**src/rtl/regfile_port_arbiter_if.sv**
```systemverilog
// Bundle of core, debug and regfile-side signals around the regfile port arbiter.
interface regfile_port_arbiter_if;
    localparam int unsigned XLEN  = 32;
    localparam int unsigned IDX_W = 5;

    // Core pipeline read/write
    logic             core_rd_valid;
    logic             core_rd_ready;
    logic [IDX_W-1:0] core_rs1;
    logic [IDX_W-1:0] core_rs2;
    logic             core_resp_valid;
    logic [XLEN-1:0]  core_a;
    logic [XLEN-1:0]  core_b;
    logic             core_we;
    logic [IDX_W-1:0] core_wd_idx;
    logic [XLEN-1:0]  core_wd;

    // Debug port
    logic             dbg_valid;
    logic             dbg_we;
    logic [IDX_W-1:0] dbg_idx;
    logic [XLEN-1:0]  dbg_wdata;
    logic             dbg_ready;
    logic             dbg_resp_valid;
    logic [XLEN-1:0]  dbg_rdata;

    // Regfile side
    logic [IDX_W-1:0] rf_read_a;
    logic [IDX_W-1:0] rf_read_b;
    logic [IDX_W-1:0] rf_write_idx;
    logic [XLEN-1:0]  rf_data;
    logic             rf_write_enable;
    logic [XLEN-1:0]  rf_a;
    logic [XLEN-1:0]  rf_b;

    // Arbiter side
    modport slave (
        input  core_rd_valid, core_rs1, core_rs2, core_we, core_wd_idx, core_wd,
        input  dbg_valid, dbg_we, dbg_idx, dbg_wdata,
        input  rf_a, rf_b,
        output core_rd_ready, core_resp_valid, core_a, core_b,
        output dbg_ready, dbg_resp_valid, dbg_rdata,
        output rf_read_a, rf_read_b, rf_write_idx, rf_data, rf_write_enable
    );

    // Core/debug/regfile environment side
    modport master (
        output core_rd_valid, core_rs1, core_rs2, core_we, core_wd_idx, core_wd,
        output dbg_valid, dbg_we, dbg_idx, dbg_wdata,
        output rf_a, rf_b,
        input  core_rd_ready, core_resp_valid, core_a, core_b,
        input  dbg_ready, dbg_resp_valid, dbg_rdata,
        input  rf_read_a, rf_read_b, rf_write_idx, rf_data, rf_write_enable
    );
endinterface

```
**src/rtl/regfile_port_arbiter.sv**
```systemverilog
// Shares the 2R/1W regfile between core and debug: core-priority arbitration with
// debug starvation protection, x0 forcing and same-cycle write bypass on read data.
module regfile_port_arbiter #(
    parameter int unsigned STARVE_MAX = 4
) (
    input  logic                  clk,
    input  logic                  rst_n,
    regfile_port_arbiter_if.slave bus
);
    localparam int unsigned XLEN  = 32;
    localparam int unsigned IDX_W = 5;
    localparam int unsigned CNT_W = 4;

    typedef enum logic [0:0] {
        CORE_PRI  = 1'b0,
        DBG_FORCE = 1'b1
    } state_t;

    state_t           state_q, state_d;
    logic [CNT_W-1:0] starve_q, starve_d;
    logic             core_pend_q, core_pend_d;
    logic             dbg_pend_q, dbg_pend_d;
    logic             zero_a_q, zero_a_d;
    logic             zero_b_q, zero_b_d;
    logic             byp_a_q, byp_a_d;
    logic             byp_b_q, byp_b_d;
    logic [XLEN-1:0]  byp_data_q, byp_data_d;

    logic             core_ready;
    logic             dbg_rd_acc;
    logic             dbg_wr_acc;
    logic             dbg_ready;
    logic [IDX_W-1:0] read_a;
    logic [IDX_W-1:0] read_b;
    logic [IDX_W-1:0] wr_idx;
    logic [XLEN-1:0]  wr_data;
    logic             wr_en;
    logic [XLEN-1:0]  fix_a;
    logic [XLEN-1:0]  fix_b;

    // Arbitration, port muxing, starvation counter and response capture
    always_comb begin
        state_d    = state_q;
        starve_d   = starve_q;
        core_ready = 1'b0;
        dbg_rd_acc = 1'b0;
        dbg_wr_acc = 1'b0;

        case (state_q)
            CORE_PRI: begin
                core_ready = 1'b1;
                dbg_rd_acc = bus.dbg_valid & ~bus.dbg_we & ~bus.core_rd_valid;
            end
            DBG_FORCE: begin
                core_ready = 1'b0;
                dbg_rd_acc = bus.dbg_valid & ~bus.dbg_we;
            end
            default: begin
                core_ready = 1'b0;
            end
        endcase

        dbg_wr_acc = bus.dbg_valid & bus.dbg_we & ~bus.core_we;
        dbg_ready  = dbg_rd_acc | dbg_wr_acc;

        // Debug read owns port A only when granted; port B always follows the core
        read_a  = dbg_rd_acc ? bus.dbg_idx : bus.core_rs1;
        read_b  = bus.core_rs2;

        wr_en   = bus.core_we | dbg_wr_acc;
        wr_idx  = bus.core_we ? bus.core_wd_idx : bus.dbg_idx;
        wr_data = bus.core_we ? bus.core_wd : bus.dbg_wdata;

        if (!bus.dbg_valid || dbg_ready) begin
            starve_d = '0;
        end else if (starve_q < CNT_W'(STARVE_MAX)) begin
            starve_d = starve_q + CNT_W'(1);
        end

        case (state_q)
            CORE_PRI: begin
                if (bus.dbg_valid && !dbg_ready && starve_d == CNT_W'(STARVE_MAX)) begin
                    state_d = DBG_FORCE;
                end
            end
            default: begin
                state_d = CORE_PRI;
            end
        endcase

        core_pend_d = bus.core_rd_valid & core_ready;
        dbg_pend_d  = dbg_rd_acc;
        zero_a_d    = (read_a == '0);
        zero_b_d    = (read_b == '0);
        byp_a_d     = wr_en && (wr_idx == read_a) && (wr_idx != '0);
        byp_b_d     = wr_en && (wr_idx == read_b) && (wr_idx != '0);
        byp_data_d  = wr_data;
    end

    // State and captured-response registers
    always_ff @(posedge clk or negedge rst_n) begin
        if (!rst_n) begin
            state_q     <= CORE_PRI;
            starve_q    <= '0;
            core_pend_q <= 1'b0;
            dbg_pend_q  <= 1'b0;
            zero_a_q    <= 1'b0;
            zero_b_q    <= 1'b0;
            byp_a_q     <= 1'b0;
            byp_b_q     <= 1'b0;
            byp_data_q  <= '0;
        end else begin
            state_q     <= state_d;
            starve_q    <= starve_d;
            core_pend_q <= core_pend_d;
            dbg_pend_q  <= dbg_pend_d;
            zero_a_q    <= zero_a_d;
            zero_b_q    <= zero_b_d;
            byp_a_q     <= byp_a_d;
            byp_b_q     <= byp_b_d;
            byp_data_q  <= byp_data_d;
        end
    end

    // Read data fix-ups: x0 first, then same-cycle write bypass, else regfile output
    always_comb begin
        fix_a = bus.rf_a;
        fix_b = bus.rf_b;
        if (zero_a_q) begin
            fix_a = '0;
        end else if (byp_a_q) begin
            fix_a = byp_data_q;
        end
        if (zero_b_q) begin
            fix_b = '0;
        end else if (byp_b_q) begin
            fix_b = byp_data_q;
        end
    end

    assign bus.core_rd_ready   = core_ready;
    assign bus.core_resp_valid = core_pend_q;
    assign bus.core_a          = fix_a;
    assign bus.core_b          = fix_b;
    assign bus.dbg_ready       = dbg_ready;
    assign bus.dbg_resp_valid  = dbg_pend_q;
    assign bus.dbg_rdata       = fix_a;
    assign bus.rf_read_a       = read_a;
    assign bus.rf_read_b       = read_b;
    assign bus.rf_write_idx    = wr_idx;
    assign bus.rf_data         = wr_data;
    assign bus.rf_write_enable = wr_en;

endmodule
```
**src/flat_wrapper.sv**
```systemverilog
// flat-port wrapper written by rule: the top's interface ports become plain ports
module regfile_port_arbiter_flat 
#(
    parameter int unsigned STARVE_MAX = 4
)
  (clk, rst_n, bus_core_rd_valid, bus_core_rs1, bus_core_rs2, bus_core_we, bus_core_wd_idx, bus_core_wd, bus_dbg_valid, bus_dbg_we, bus_dbg_idx, bus_dbg_wdata, bus_rf_a, bus_rf_b, bus_core_rd_ready, bus_core_resp_valid, bus_core_a, bus_core_b, bus_dbg_ready, bus_dbg_resp_valid, bus_dbg_rdata, bus_rf_read_a, bus_rf_read_b, bus_rf_write_idx, bus_rf_data, bus_rf_write_enable);
  regfile_port_arbiter_if bus_i ();
  input  logic clk;
  input  logic rst_n;
  input wire logic [$bits(bus_i.core_rd_valid)-1:0] bus_core_rd_valid;
  input wire logic [$bits(bus_i.core_rs1)-1:0] bus_core_rs1;
  input wire logic [$bits(bus_i.core_rs2)-1:0] bus_core_rs2;
  input wire logic [$bits(bus_i.core_we)-1:0] bus_core_we;
  input wire logic [$bits(bus_i.core_wd_idx)-1:0] bus_core_wd_idx;
  input wire logic [$bits(bus_i.core_wd)-1:0] bus_core_wd;
  input wire logic [$bits(bus_i.dbg_valid)-1:0] bus_dbg_valid;
  input wire logic [$bits(bus_i.dbg_we)-1:0] bus_dbg_we;
  input wire logic [$bits(bus_i.dbg_idx)-1:0] bus_dbg_idx;
  input wire logic [$bits(bus_i.dbg_wdata)-1:0] bus_dbg_wdata;
  input wire logic [$bits(bus_i.rf_a)-1:0] bus_rf_a;
  input wire logic [$bits(bus_i.rf_b)-1:0] bus_rf_b;
  output wire logic [$bits(bus_i.core_rd_ready)-1:0] bus_core_rd_ready;
  output wire logic [$bits(bus_i.core_resp_valid)-1:0] bus_core_resp_valid;
  output wire logic [$bits(bus_i.core_a)-1:0] bus_core_a;
  output wire logic [$bits(bus_i.core_b)-1:0] bus_core_b;
  output wire logic [$bits(bus_i.dbg_ready)-1:0] bus_dbg_ready;
  output wire logic [$bits(bus_i.dbg_resp_valid)-1:0] bus_dbg_resp_valid;
  output wire logic [$bits(bus_i.dbg_rdata)-1:0] bus_dbg_rdata;
  output wire logic [$bits(bus_i.rf_read_a)-1:0] bus_rf_read_a;
  output wire logic [$bits(bus_i.rf_read_b)-1:0] bus_rf_read_b;
  output wire logic [$bits(bus_i.rf_write_idx)-1:0] bus_rf_write_idx;
  output wire logic [$bits(bus_i.rf_data)-1:0] bus_rf_data;
  output wire logic [$bits(bus_i.rf_write_enable)-1:0] bus_rf_write_enable;
  assign bus_i.core_rd_valid = bus_core_rd_valid;
  assign bus_i.core_rs1 = bus_core_rs1;
  assign bus_i.core_rs2 = bus_core_rs2;
  assign bus_i.core_we = bus_core_we;
  assign bus_i.core_wd_idx = bus_core_wd_idx;
  assign bus_i.core_wd = bus_core_wd;
  assign bus_i.dbg_valid = bus_dbg_valid;
  assign bus_i.dbg_we = bus_dbg_we;
  assign bus_i.dbg_idx = bus_dbg_idx;
  assign bus_i.dbg_wdata = bus_dbg_wdata;
  assign bus_i.rf_a = bus_rf_a;
  assign bus_i.rf_b = bus_rf_b;
  assign bus_core_rd_ready = bus_i.core_rd_ready;
  assign bus_core_resp_valid = bus_i.core_resp_valid;
  assign bus_core_a = bus_i.core_a;
  assign bus_core_b = bus_i.core_b;
  assign bus_dbg_ready = bus_i.dbg_ready;
  assign bus_dbg_resp_valid = bus_i.dbg_resp_valid;
  assign bus_dbg_rdata = bus_i.dbg_rdata;
  assign bus_rf_read_a = bus_i.rf_read_a;
  assign bus_rf_read_b = bus_i.rf_read_b;
  assign bus_rf_write_idx = bus_i.rf_write_idx;
  assign bus_rf_data = bus_i.rf_data;
  assign bus_rf_write_enable = bus_i.rf_write_enable;
  regfile_port_arbiter #(.STARVE_MAX(STARVE_MAX)) u_core (.clk(clk), .rst_n(rst_n), .bus(bus_i));
endmodule
```
**config.mk**
```make
export PLATFORM = sky130hd
export DESIGN_NAME = regfile_port_arbiter_flat
export DESIGN_NICKNAME = d
export VERILOG_FILES = /design/src/rtl/regfile_port_arbiter_if.sv /design/src/rtl/regfile_port_arbiter.sv /design/src/flat_wrapper.sv
export SDC_FILE = /design/constraint.sdc
export NUM_CORES = 1
export LEC_CHECK = 0
export ABC_AREA = 1
export BUFFER_PORTS_ARGS = -buffer_cell sky130_fd_sc_hd__buf_2
export CORE_AREA = 2 2 118 120
export CTS_CLUSTER_DIAMETER = 50
export DETAILED_ROUTE_END_ITERATION = 7
export DIE_AREA = 0 0 120 122
export SETUP_SLACK_MARGIN = 0.4
export SLEW_MARGIN = 20
export SYNTH_ARGS = -nofsm -noshare
export SYNTH_HDL_FRONTEND = slang
export SYNTH_SLANG_ARGS = --single-unit
```
**constraint.sdc**
```tcl
create_clock -name clk -period 2.2 [get_ports clk]
set_input_delay 0.44 -clock clk [delete_from_list [all_inputs] [get_ports clk]]
set_output_delay 0.44 -clock clk [all_outputs]
set_load 0.005 [all_outputs]
```
=== Word level (Yosys, flattened, before mapping) ===
Cells that the tools add are included.

* Input port bits: 154
* RAM bits: 0
* Latch bits: 0
* Logic and storage cells: 50
* Memory bits (read-only): 0
* Memories: 0
* Register bits after elaboration: 43

* Mux-type cells: 13
* Multiply operators: 0
* Add/subtract/negate cells: 1
* Reductions and logical operators: 12
* Divide/modulo/power cells: 0
* Equality and inequality tests: 3
* Shift-type cells: 0
* Magnitude comparators: 1
* Bitwise gates (word level): 11

{| class="wikitable"
|+ Operators by type and width
! cell !! number
|-
| 32-bit 2-to-1 mux || 5
|-
| 5-bit equality test || 2
|-
| 5-bit logical NOT || 2
|-
| 5-bit 2-to-1 mux || 2
|-
| 4-bit 2-to-1 mux || 2
|-
| 1-bit logical AND || 6
|-
| 1-bit AND || 5
|-
| 5-bit nonzero test || 1
|-
| 4-bit by 1-bit adder with 4-bit output, second input constant || 1
|-
| 4-bit by 3-bit equality test with 1-bit output, second input constant || 1
|-
| 4-bit by 3-bit less-than comparator with 1-bit output, second input constant || 1
|-
| 1-bit inverter || 4
|-
| 1-bit one-hot mux with 2 select lines || 2
|-
| 1-bit logical NOT || 2
|-
| 1-bit 2-to-1 mux || 2
|-
| 1-bit OR || 2
|-
| 1-bit logical OR || 1
|}

=== Longest topological paths before layout ===
* Depth after elaboration: 11
* Mapped depth: 11

=== Worst setup path after synthesis ===
Ideal clock, no wire load.

* Path type: reg2out
* Start: register u_core.byp_a_q
* End: output bus_dbg_rdata[10]
* Path buffers: 3
* Path slack: 0.508 ns
* Data required time: 1.760 ns
* Arrival: 1.252 ns
* Stages on the path, launching flop included: 7
* Cells stage by stage: dfrtp_1 clkbuf_1 inv_1 clkbuf_1 nand2_1 a21oi_1 buf_4

* Word-level cells in the longest chain between the ends: 2

{| class="wikitable"
|+ RTL lines
! element !! RTL line !! RTL
|-
| start, declared || regfile_port_arbiter.sv:25 || <nowiki>logic byp_a_q, byp_a_d;</nowiki>
|-
| start signal, assigned || regfile_port_arbiter.sv:119 || <nowiki>byp_a_q <= byp_a_d;</nowiki>
|-
| 32-bit 2-to-1 mux || regfile_port_arbiter.sv:131 || <nowiki>end else if (byp_a_q) begin</nowiki>
|-
| 32-bit 2-to-1 mux || regfile_port_arbiter.sv:129 || <nowiki>if (zero_a_q) begin</nowiki>
|-
| end, declared || flat_wrapper.sv:28 || <nowiki>output wire logic [$bits(bus_i.dbg_rdata)-1:0] bus_dbg_rdata;</nowiki>
|}

No other way between the ends.

=== Worst setup path after layout ===
* Start: register u_core.byp_a_q
* End: output bus_dbg_rdata[11]

The elaborated chain is that of the path after synthesis.

==> metrics.sh <==
RUN_STATUS='completed'
FP.DIEAREA_SQ_UM=14600
DIE_WIDTH_MICRONS=120
GRT_USE_TOTAL_PCT=18.6
DR.FIRST_ITER.DRC_COUNT=175
PRECTSSETUPSLACK_PS=426
MULTI_INPUT_AREA_SQ_UM=2000
DRT-WIRELENGTH-PER-CELL_MICRONS=15.6
GRT_OVERFLOW_TOTAL=0
FIN_WORST_SKEW_PS=0.332
GRT_FIRST_PASS_WIRELENGTH_MM=21.0
POWER.STATIC_LEAKAGE_nW=3.20
DETAIL_ROUTE.WIRELENGTH_MM=15.1
GRT_SETUP_UNREPAIRED='true'
CP-START-KIND='flip-flop'
YS_SEQ_ELEMENTS=43
POST_SYNTHESIS_CELL_AREA_SQ_UM=3220
YOSYS.AREA_SHARE.XOR_XNOR_PCT=0.543
SYNTH-SEQ-AREA-SHARE_PCT=33.4
SYN_TO_FINAL_GROWTH_PCT=72.4
CTS_INSERTED_BUFFERS=5
GRT_PASS1_VIAS=4024
DIE_HEIGHT_MICRONS=122
SYNTH_TOP_CELL_BY_AREA='dfrtp_1'
LARGEST_FAMILY_OF_LOGIC_CELLS_BY_SYNTHESIZED_AREA='simple AND/OR/NAND/NOR gates'
FLOORPLAN.INITIALDENSITY_PCT=23.9
PLACEABLECOREAREA_SQ_UM=13500
TIMING.HOLD.WORST.CLASS='in2async'
SYNTH_SIMPLE_GATE_AREA_SHARE_PCT=38.0
REGAREA_SQ_UM=1080
ANTENNA_CELLS=0
REPORT.FINAL.SLEW_VIOL_COUNT=0
FMAX_MHz=538
SYNTH_ENABLE_FLOP_CELLS=0
SETUP_TOTAL_NEGATIVE_SLACK_PS=0
RATIO_OF_FINAL_MINIMUM_PERIOD_TO_CLOCK_PERIOD_PCT=84.5
VIAS=4320
POWER_PER_CELL_AREA_nW_PER_UM2=473
CAP_VIOLATIONS=0
FINAL_PERIOD_MINUS_WORST_SETUP_SLACK_PS=1860
POST_SYNTH_MUX_AREA_SHARE_PCT=0.310
PLACEMENTROWS=43
HTREE_NUM_LEVELS=2
WORST_SKEW_PAIR.LATE_LATENCY_PS=280
CTS_ROOT_BUF='clkbuf_16'
ANTENNA_VIOLATIONS_BEFORE_REPAIR=0
CRIT_FANOUT=7
WORST_SLEW_PIN_SLEW_PS=586
SETUP_SLACK_PS=342
SYNTH_AREA_IN_COMPOUND_GATES_PCT=11.8
WORST-ENDPOINT-REQUIRED_PS=1760
CRIT_PATH_END_KIND='primary output'
DR_PASS1_ITERATIONS=4
WORSTSETUPPATHTYPE='reg2out'
NETLIST_TOP_CELLS_AREA='dfrtp_1, nand2_1, a21oi_1'
SYN_NETS=670
FINAL_NUMBER_OF_HOLD_VIOLATING_ENDPOINTS=0
IRDROPWORSTVDD_mV=0.374
DESIGN.FINAL.NETS=945
ROUTABILITY_CONGESTION=0.874
FINAL_ANT_VIOL_NETS=0
YS_TYPES=28
SYNTH_CELLS=515
TRITONCTS='yes'
CTS.SINK_COUNT=43
RELSLEWSLACK_PCT=60.9
DRT_DRC_VIOLATIONS_LEFT=0
ASYNCSETRESETFLOPFRACSYNTH_PCT=100
YOSYS.AREA.TOP_TYPE_SHARE_PCT=33.4
LAYOUT.FILLER_CELLS=1482
CTS.CLK_SLEW.WORST_PATHS_PS=70
YOSYSWARNINGCOUNT=0
CP.ARRIVAL_PS=1420
CTSLONGESTPATHBUFFERS=2
PORT_BUFFERS=301
POSTSYNTHAREAPERCELL_SQ_UM=6.26
POST_ROUTE_CELLS_DRIVE_ABOVE_1_SHARE_PCT=56.1
IO_PINS=302
SYNTH_FF_TYPE='dfrtp_1'
POST-ROUTE-UTIL_PCT=41.2
SETUP_VIOLS_FINAL=0
MAXIMUM_NUMBER_OF_PINS_ON_ONE_NET_BEFORE_GLOBAL_ROUTE_REPAIR=44
SYNTH_ADDER_AREA_SHARE_PCT=0.388
PLACE_HPWL_MM=11.0
VIAS_PER_CELL=4.45
## Yosys cell counts, types with 3 or more instances
master,count
nor2_1,13
clkbuf_1,26
nand3_1,10
inv_1,24
a21oi_1,65
o21ai_1,3
nand2_1,256
nand3b_1,6
buf_4,37
dfrtp_1,43
nand2_2,8
inv_2,4
## final timing paths
kind / start / to / slack, ps / cells past startpoint
min in group clk: bus_core_rs2[1] / u_core.zero_b_q$_DFF_PN0_ / 360 / 2
worst min register to register: u_core.starve_q[3]$_DFF_PN0_ / u_core.starve_q[3]$_DFF_PN0_ / 540 / 2
max in group asynchronous: rst_n / u_core.byp_a_q$_DFF_PN0_ / 1530 / 2
worst max register to register: u_core.state_q$_DFF_PN0_ / u_core.byp_a_q$_DFF_PN0_ / 870 / 9
worst min-delay path: rst_n / u_core.byp_data_q[31]$_DFF_PN0_ / 230 / 2
worst max-delay path: u_core.byp_a_q$_DFF_PN0_ / bus_dbg_rdata[11] / 340 / 5
## state kept, by name, indices dropped and copies added, names as in the netlist
signal                      flops
u_core.byp_data_q              32
u_core.starve_q                 4
u_core.bus.core_resp_valid      1
u_core.bus.dbg_resp_valid       1
u_core.byp_a_q                  1
u_core.byp_b_q                  1
u_core.state_q                  1
u_core.zero_a_q                 1
u_core.zero_b_q                 1
## power breakdown
part / leakage (nW) / internal [W] / switching [W]
registers: 0.525 / 0.000844 / 0.0000416
clock network: 0.0868 / 0.000565 / 0.000316
logic: 2.59 / 0.000415 / 0.000449
## stage by stage
| step | cell area, sq um | total power, W | instances | hold WS [ps] |
|---|---|---|---|---|
| final | 5560 | 0.00263 | 971 | 234 |
| after floorplan | 3220 | 0.00127 | 515 | 144 |
| after global placement | 4680 | 0.00165 | 945 | 512 |
| after CTS | 5140 | 0.00260 | 963 | 255 |
| after global routing | 5560 | 0.00279 | 971 | 289 |
| after detailed placement | 4680 | 0.00165 | 945 | 524 |
## cell type report
cell class | instances | area share [%]
repair buffers | 332 | 35.3
inverters | 28 | 2.03
well taps | 180 | 4.05
clock inverters | 2 | 0.630
flip-flops and latches | 43 | 19.4
clock buffers | 6 | 2.50
multi-input cells | 380 | 36.0
## routing by layer
layer	global-route usage [%]	wire length, microns	up-vias
li1	-	-	2126
met1	21.8	5970	1986
met2	35.0	7900	191
met3	3.00	1010	17
met4	5.00	246	0
met5	0	0	-
## layout by cell type (no fill, tap or decap), types with 2 or more instances in the layout
cell / count
a21oi_1: 20
a21oi_2: 42
a21oi_4: 3
buf_12: 4
buf_16: 3
buf_2: 301
buf_4: 13
buf_6: 5
clkbuf_16: 10
dfrtp_1: 39
dfrtp_2: 4
inv_1: 22
inv_2: 4
nand2_1: 223
nand2_2: 28
nand2_4: 15
nand3_1: 10
nand3b_1: 6
nand4_1: 2
nor2_1: 13
nor3_1: 2
o21ai_0: 2
o21ai_1: 2
o21ai_2: 2
## cell families (layout without fill, tap and decap cells)
family | after synthesis | after routing
simple gates | 301 | 302
buf+inv | 93 | 368
xor+xnor | 2 | 2
flops | 43 | 43
fa+ha+maj | 1 | 1
compound gates | 74 | 74
mux | 1 | 1
## what timing repair did
action                                  CTS  global route
pin swaps                                 3            25
resized for setup                        46            77
setup buffers                             6             3
hold buffers                              0             0
gates cloned                              4             5
endpoints found under the setup margin   94           101
## critical path, cell delays in order, from the launching register on
cell and delay [ps]:
dfrtp_2 440, clkinv_4 140, buf_12 150, nand2_1 70, a21oi_2 180, buf_2 140
(Power assumes the default switching activity.)
